**config.mk**
```make
export PLATFORM = sky130hd
export DESIGN_NAME = riscv_multicycle_core
export DESIGN_NICKNAME = d
export VERILOG_FILES = /design/src/rtl/riscv_multicycle_core.sv
export SDC_FILE = /design/constraint.sdc
export NUM_CORES = 2
export LEC_CHECK = 0
export CAP_MARGIN = 10
export CORE_MARGIN = 3
export CORE_UTILIZATION = 45
export CTS_CLUSTER_DIAMETER = 120
export DETAILED_ROUTE_END_ITERATION = 7
export HOLD_SLACK_MARGIN = 0.15
export REMOVE_ABC_BUFFERS = 1
export SYNTH_ARGS = -nofsm -noshare
export SYNTH_HDL_FRONTEND = slang
export SYNTH_SLANG_ARGS = --single-unit
```
**constraint.sdc**
```tcl
create_clock -name clk -period 7.9 [get_ports clk]
set_input_delay 0.79 -clock clk [delete_from_list [all_inputs] [get_ports clk]]
set_output_delay 0.79 -clock clk [all_outputs]
set_load 0.1 [all_outputs]
```
**src/rtl/riscv_multicycle_core.sv**
```systemverilog
// Multicycle RV32I/RV32E core: one shared ALU and one unified valid/ready memory port.
// Optional retired-instruction counter output `instret` when RISCV_MC_INSTRET_EN is defined.
module riscv_multicycle_core #(
  parameter logic [31:0] RESET_VECTOR = 32'h0000_0000,
  parameter int          NREGS        = 32
) (
  input  logic        clk,
  input  logic        reset,
  output logic        mem_valid,
  input  logic        mem_ready,
  output logic        mem_we,
  output logic [31:0] mem_addr,
  output logic [31:0] mem_wdata,
  input  logic [31:0] mem_rdata,
  output logic        halted,
  output logic [31:0] pc
`ifdef RISCV_MC_INSTRET_EN
  ,
  output logic [31:0] instret
`endif
);

  localparam int RW = $clog2(NREGS);

  typedef enum logic [3:0] {
    S_FETCH, S_DECODE, S_MEMADR, S_MEMREAD, S_MEMWB, S_MEMWRITE,
    S_EXEC_R, S_EXEC_I, S_ALUWB, S_BEQ, S_JAL, S_HALT
  } state_e;

  state_e      state_q, state_d;
  logic [31:0] pc_q, pc_d, oldpc_q, oldpc_d, ir_q, ir_d, data_q, data_d;
  logic [31:0] a_q, a_d, b_q, b_d, aluout_q, aluout_d;
  logic [31:0] rf_q [NREGS];
  logic        rf_we;
  logic [31:0] rf_wdata;

  function automatic logic reg_ok(input logic [4:0] idx);
    return ({27'd0, idx} < NREGS);
  endfunction

  function automatic logic [31:0] alu(input logic [31:0] x, input logic [31:0] y,
                                      input logic [2:0] f3, input logic sub);
    case (f3)
      3'b000:  alu = sub ? (x - y) : (x + y);
      3'b111:  alu = x & y;
      3'b110:  alu = x | y;
      3'b010:  alu = {31'd0, $signed(x) < $signed(y)};
      default: alu = 32'd0;
    endcase
  endfunction

  logic [6:0] opcode, f7;
  logic [2:0] f3;
  logic [4:0] rs1, rs2, rd;
  logic [31:0] imm_i, imm_s, imm_b, imm_j, rs1_val, rs2_val;
  logic alu_f3_ok, is_lw, is_sw, is_r, is_i, is_beq, is_jal;

  assign opcode = ir_q[6:0];
  assign rd     = ir_q[11:7];
  assign f3     = ir_q[14:12];
  assign rs1    = ir_q[19:15];
  assign rs2    = ir_q[24:20];
  assign f7     = ir_q[31:25];
  assign imm_i  = {{20{ir_q[31]}}, ir_q[31:20]};
  assign imm_s  = {{20{ir_q[31]}}, ir_q[31:25], ir_q[11:7]};
  assign imm_b  = {{19{ir_q[31]}}, ir_q[31], ir_q[7], ir_q[30:25], ir_q[11:8], 1'b0};
  assign imm_j  = {{11{ir_q[31]}}, ir_q[31], ir_q[19:12], ir_q[20], ir_q[30:21], 1'b0};

  // Register-index legality is folded into each class so RV32E rejects x16..x31.
  assign alu_f3_ok = (f3 == 3'b000) || (f3 == 3'b111) || (f3 == 3'b110) || (f3 == 3'b010);
  assign is_lw  = (opcode == 7'b0000011) && (f3 == 3'b010) && reg_ok(rs1) && reg_ok(rd);
  assign is_sw  = (opcode == 7'b0100011) && (f3 == 3'b010) && reg_ok(rs1) && reg_ok(rs2);
  assign is_r   = (opcode == 7'b0110011) && reg_ok(rs1) && reg_ok(rs2) && reg_ok(rd) &&
                  (((f7 == 7'b0000000) && alu_f3_ok) || ((f7 == 7'b0100000) && (f3 == 3'b000)));
  assign is_i   = (opcode == 7'b0010011) && alu_f3_ok && reg_ok(rs1) && reg_ok(rd);
  assign is_beq = (opcode == 7'b1100011) && (f3 == 3'b000) && reg_ok(rs1) && reg_ok(rs2);
  assign is_jal = (opcode == 7'b1101111) && reg_ok(rd);

  assign rs1_val = (rs1 == 5'd0) ? 32'd0 : rf_q[rs1[RW-1:0]];
  assign rs2_val = (rs2 == 5'd0) ? 32'd0 : rf_q[rs2[RW-1:0]];

  assign mem_valid = (state_q == S_FETCH) || (state_q == S_MEMREAD) || (state_q == S_MEMWRITE);
  assign mem_we    = (state_q == S_MEMWRITE);
  assign mem_addr  = (state_q == S_FETCH) ? {pc_q[31:2], 2'b00} : {aluout_q[31:2], 2'b00};
  assign mem_wdata = b_q;
  assign halted    = (state_q == S_HALT);
  assign pc        = pc_q;

  // Architectural state registers.
  always_ff @(posedge clk) begin
    if (reset) begin
      state_q  <= S_FETCH;
      pc_q     <= RESET_VECTOR;
      oldpc_q  <= 32'd0;
      ir_q     <= 32'd0;
      data_q   <= 32'd0;
      a_q      <= 32'd0;
      b_q      <= 32'd0;
      aluout_q <= 32'd0;
    end else begin
      state_q  <= state_d;
      pc_q     <= pc_d;
      oldpc_q  <= oldpc_d;
      ir_q     <= ir_d;
      data_q   <= data_d;
      a_q      <= a_d;
      b_q      <= b_d;
      aluout_q <= aluout_d;
    end
  end

  // Register file; contents are left undefined by reset.
  always_ff @(posedge clk) begin
    if (rf_we && (rd != 5'd0)) begin
      rf_q[rd[RW-1:0]] <= rf_wdata;
    end
  end

  // Controller next-state and datapath updates.
  always_comb begin
    state_d  = state_q;
    pc_d     = pc_q;
    oldpc_d  = oldpc_q;
    ir_d     = ir_q;
    data_d   = data_q;
    a_d      = a_q;
    b_d      = b_q;
    aluout_d = aluout_q;
    rf_we    = 1'b0;
    rf_wdata = 32'd0;
    case (state_q)
      S_FETCH: begin
        if (mem_ready) begin
          ir_d    = mem_rdata;
          oldpc_d = pc_q;
          pc_d    = pc_q + 32'd4;
          state_d = S_DECODE;
        end else begin
          state_d = S_FETCH;
        end
      end
      S_DECODE: begin
        a_d      = rs1_val;
        b_d      = rs2_val;
        aluout_d = oldpc_q + imm_b;
        if (is_lw || is_sw) state_d = S_MEMADR;
        else if (is_r)      state_d = S_EXEC_R;
        else if (is_i)      state_d = S_EXEC_I;
        else if (is_beq)    state_d = S_BEQ;
        else if (is_jal)    state_d = S_JAL;
        else                state_d = S_HALT;
      end
      S_MEMADR: begin
        aluout_d = a_q + (is_sw ? imm_s : imm_i);
        state_d  = is_sw ? S_MEMWRITE : S_MEMREAD;
      end
      S_MEMREAD: begin
        if (mem_ready) begin
          data_d  = mem_rdata;
          state_d = S_MEMWB;
        end else begin
          state_d = S_MEMREAD;
        end
      end
      S_MEMWB: begin
        rf_we    = 1'b1;
        rf_wdata = data_q;
        state_d  = S_FETCH;
      end
      S_MEMWRITE: begin
        if (mem_ready) state_d = S_FETCH;
        else           state_d = S_MEMWRITE;
      end
      S_EXEC_R: begin
        aluout_d = alu(a_q, b_q, f3, ir_q[30]);
        state_d  = S_ALUWB;
      end
      S_EXEC_I: begin
        aluout_d = alu(a_q, imm_i, f3, 1'b0);
        state_d  = S_ALUWB;
      end
      S_ALUWB: begin
        rf_we    = 1'b1;
        rf_wdata = aluout_q;
        state_d  = S_FETCH;
      end
      S_BEQ: begin
        if (a_q == b_q) pc_d = aluout_q;
        else            pc_d = pc_q;
        state_d = S_FETCH;
      end
      S_JAL: begin
        rf_we    = 1'b1;
        rf_wdata = oldpc_q + 32'd4;
        pc_d     = oldpc_q + imm_j;
        state_d  = S_FETCH;
      end
      S_HALT:  state_d = S_HALT;
      default: state_d = S_HALT;
    endcase
  end

`ifdef RISCV_MC_INSTRET_EN
  logic [31:0] instret_q;
  logic        retire;

  assign retire = (state_q == S_MEMWB) || (state_q == S_ALUWB) || (state_q == S_BEQ) ||
                  (state_q == S_JAL) || ((state_q == S_MEMWRITE) && mem_ready);

  // Retired-instruction counter.
  always_ff @(posedge clk) begin
    if (reset)       instret_q <= 32'd0;
    else if (retire) instret_q <= instret_q + 32'd1;
    else             instret_q <= instret_q;
  end

  assign instret = instret_q;
`endif

endmodule

```
==> impl_metrics.env <==
export IMPL_cts_root_buf="clkbuf_16"
export IMPL_grt_max_degree=111
export IMPL_yosysTopAreaCellShare_pct=44.2
export IMPL_placed_cells=7101
export IMPL_synth_distinct_cells=98
export IMPL_min_period_ns=4.96
export IMPL_diodes=0
export IMPL_critPathCaptureType="flop"
export IMPL_synth_top_area_cell="edfxtp_1"
export IMPL_finalSetupViolCount=0
export IMPL_ioPinCount=134
export IMPL_fin_setup_tns_ns=0
export IMPL_fmax_mhz=202
export IMPL_drc=0
export IMPL_ys_seq_elements=1262
export IMPL_fin_skew_ns=0.0332
export IMPL_required_ns=8.52
export IMPL_slew_violations=0
export IMPL_path_clk_slew_ns=0.07
export IMPL_layout_nets=5503
export IMPL_vdd_drop_max_mv=0.234
export IMPL_io_buffers=131
export IMPL_drt_iter0_drc=5881
export IMPL_final_core_util_pct=51.1
export IMPL_die_y_um=399
export IMPL_synth_area_um2=69500
export IMPL_r2r_end="aluout_q[30]"
export IMPL_synth_area_leaders="edfxtp_1 44%, mux4_2 21%, dfxtp_1 6.9%"
export IMPL_cts_buffers=140
export IMPL_row_count=143
export IMPL_critPathMaxFanout=12
export IMPL_synth_area_per_cell_um2=13.5
export IMPL_vias=47800
export IMPL_synthCells=5161
export IMPL_grt_first_pass_wirelength_mm=333
export IMPL_vias_per_cell=6.49
export IMPL_critPathKind="flop to flop"
export IMPL_insertion_delay_ns=0.79
export IMPL_fillers=12900
export IMPL_whs_ns=0.455
export IMPL_slew_headroom_pct=11.3
export IMPL_crit_path_start_kind="flop"
export IMPL_die_w_um=399
export IMPL_leakagePower_nw=26.0
export IMPL_worst_pin_slew_ns=1.33
export IMPL_crit_start="ir_q[2]"
export IMPL_power_frac_clock_pct=28.0
export IMPL_hold_buffers=0
export IMPL_reg2reg_from="ir_q[2]"
export IMPL_combPwrFrac_pct=36.7
export IMPL_synth_ff_type="edfxtp_1"
export IMPL_drv_cap=0
export IMPL_status="finished, final reports clean"
export IMPL_overflow=0
export IMPL_p_int_mw=14.2
export IMPL_p_sw_mw=8.79
export IMPL_wl_per_cell_um=31.4
export IMPL_core_area_um2=153000
export IMPL_rrSetupSlack_ns=2.94
export IMPL_cts_sinks=1262
export IMPL_holdPathStages=2
export IMPL_htreeDepth=4
export IMPL_drive_gt1_share_pct=21.4
export IMPL_reg2regPathDepth=16
export IMPL_ant_nets=0
export IMPL_power_density_nw_per_um2=295
export IMPL_finalNonFillerCells=7364
export IMPL_start_util_pct=45.5
export IMPL_grt_pass1_vias=46300
export IMPL_synth_yosys_seq_area_share_pct=51.1
export IMPL_ys_async_sr_fraction_pct=0
export IMPL_area_growth_pct=12.2
export IMPL_track_usage_pct=29.0
export IMPL_finalCritPeriodShare_pct=62.8
export IMPL_wl_mm=231
export IMPL_crit_path_end="aluout_q[30]"
export IMPL_dp_hpwl_mm=148
export IMPL_grt_antenna_before_repair=3
export IMPL_synth_edf_count=1024
export IMPL_rsz0062_at_grt="false"
export IMPL_cts_tree="yes"
export IMPL_gp_congestion=0.993
export IMPL_ys_warnings_count=0
export IMPL_cts_resized=0
export IMPL_first_pass_iters=7
export IMPL_cts_setup_buffers=0
export IMPL_seqPwrFrac_pct=35.3
export IMPL_finalHoldViolCount=0
export IMPL_critPathArrivalTime_ns=5.58
export IMPL_place_area_um2=73400
export IMPL_die_area_um2=159000
export IMPL_p_sw_share_pct=38.3
export IMPL_fin_area_um2=78000
export IMPL_holdCritPathClass="flop to flop"
export IMPL_cts_path_max_buffers=3
==> cell usage after synthesis (23+ instances only) <==
library cell and count:
nand3_1 59, buf_2 84, o21ai_0 199, buf_1 42, xor2_1 59, nor3_1 98
nand2_1 367, dfxtp_1 238, mux2_2 31, a22oi_1 38, edfxtp_1 1024, nor2b_1 23
mux2i_1 76, clkbuf_1 233, o21bai_1 41, xnor2_1 102, o22ai_1 40, inv_1 148
a21oi_1 447, ha_1 245, nand4_1 27, a211oi_1 36, a21o_1 37, mux4_2 640
nor2_1 428, a221oi_1 26
==> cells by family (layout without fill, tap and decap cells) <==
logic type	Yosys count	count (layout)	synth area share (%)
mux	747	747	22.3
fa+ha+maj	251	251	4.58
flops	1262	1262	51.1
other cells	1	34	0.00539
simple gates	1152	1152	7.37
compound gates	1072	1072	9.63
xor+xnor	161	161	2.03
buf+inv	515	655	2.98
==> per-stage QoR <==
step / setup slack, ns / power (mW)
global route: 2.69 / 23.9
floorplan: -4.18 / 14.6
global placement: 2.97 / 16.5
finish: 2.94 / 23.0
CTS: 3.05 / 23.0
detailed placement: 3.07 / 16.6
==> power groups by stage <==
stage / Combinational [mW] / Clock, mW / Sequential [mW]
global placement: 8.29 / 0 / 8.25
CTS: 8.35 / 6.55 / 8.11
floorplan: 5.68 / 0 / 8.93
global route: 8.92 / 6.82 / 8.15
finish: 8.43 / 6.44 / 8.12
detailed placement: 8.32 / 0 / 8.25
==> final cells by class <==
cell class                 instances  area, µm²  area share (%)
inverter                         148        556           0.712
multi-input combinational       3417      32500            41.7
timing repair buffer             248       2320            2.97
clock buffer                     192       3950            5.06
sequential                      1262      35600            45.6
clock inverter                    67        589           0.755
tap                             2030       2540            3.26
==> registers in the layout, indices dropped and copies added, names as in the netlist, named ones only <==
signal     flops
aluout_q      32
a_q           32
pc            32
ir_q          32
mem_wdata     32
rf_q        1024
oldpc_q       32
state_q        4
data_q        32
==> metal layers <==
metal  vias to the layer above  share of wire (%)  track usage [%]  routed length [µm]
met2                      2338                 46             44.7              106000
met3                       370                8.8             4.66               20500
met5                         -                  0                0                   0
li1                      20400                  -                -                   -
met4                         0                4.2             11.0                9640
met1                     24700                 41             41.5               95600
==> worst min path at each step <==
stage,startpoint,end
after floorplan,data_q[0],data_q[0]
after detailed placement,data_q[25],data_q[25]
after global placement,data_q[25],data_q[25]
after CTS,data_q[25],data_q[25]
after global routing,data_q[11],data_q[11]
final,data_q[25],data_q[25]
==> critical path, stage by stage, from the launching register on <==
cell	delay [ns]
dfxtp_1	0.33
or4_1	0.57
nor3_1	0.24
and2_1	0.40
o21ai_0	0.14
ha_1	0.23
fa_1	0.46
a211oi_1	0.28
nor2_1	0.13
or3_1	0.37
a21oi_1	0.52
nor2_1	0.14
nor3_1	0.16
nor3_1	0.06
or4b_1	0.51
a22oi_1	0.18
a211oi_1	0.09
==> cells in the final DEF, fill, tap and decap left out, drive strengths merged, types with 18 or more instances in the layout <==
master,instances
dfxtp,238
a22oi,38
nor2b,23
edfxtp,1024
a21o,37
a221oi,27
nor3,100
clkbuf,193
clkinv,50
xnor2,102
ha,245
nor2,431
inv,157
o221ai,18
nand2b,22
o21bai,41
mux2i,76
xor2,59
buf,117
o22ai,40
and3,20
or3,18
mux2,31
conb,34
o21ai,211
o211ai,20
nand3,59
nand2,367
a211oi,39
clkdlybuf4s50,130
mux4,640
a21oi,451
nor4,20
nand4,27
a31oi,23
(Power assumes the default switching activity.)
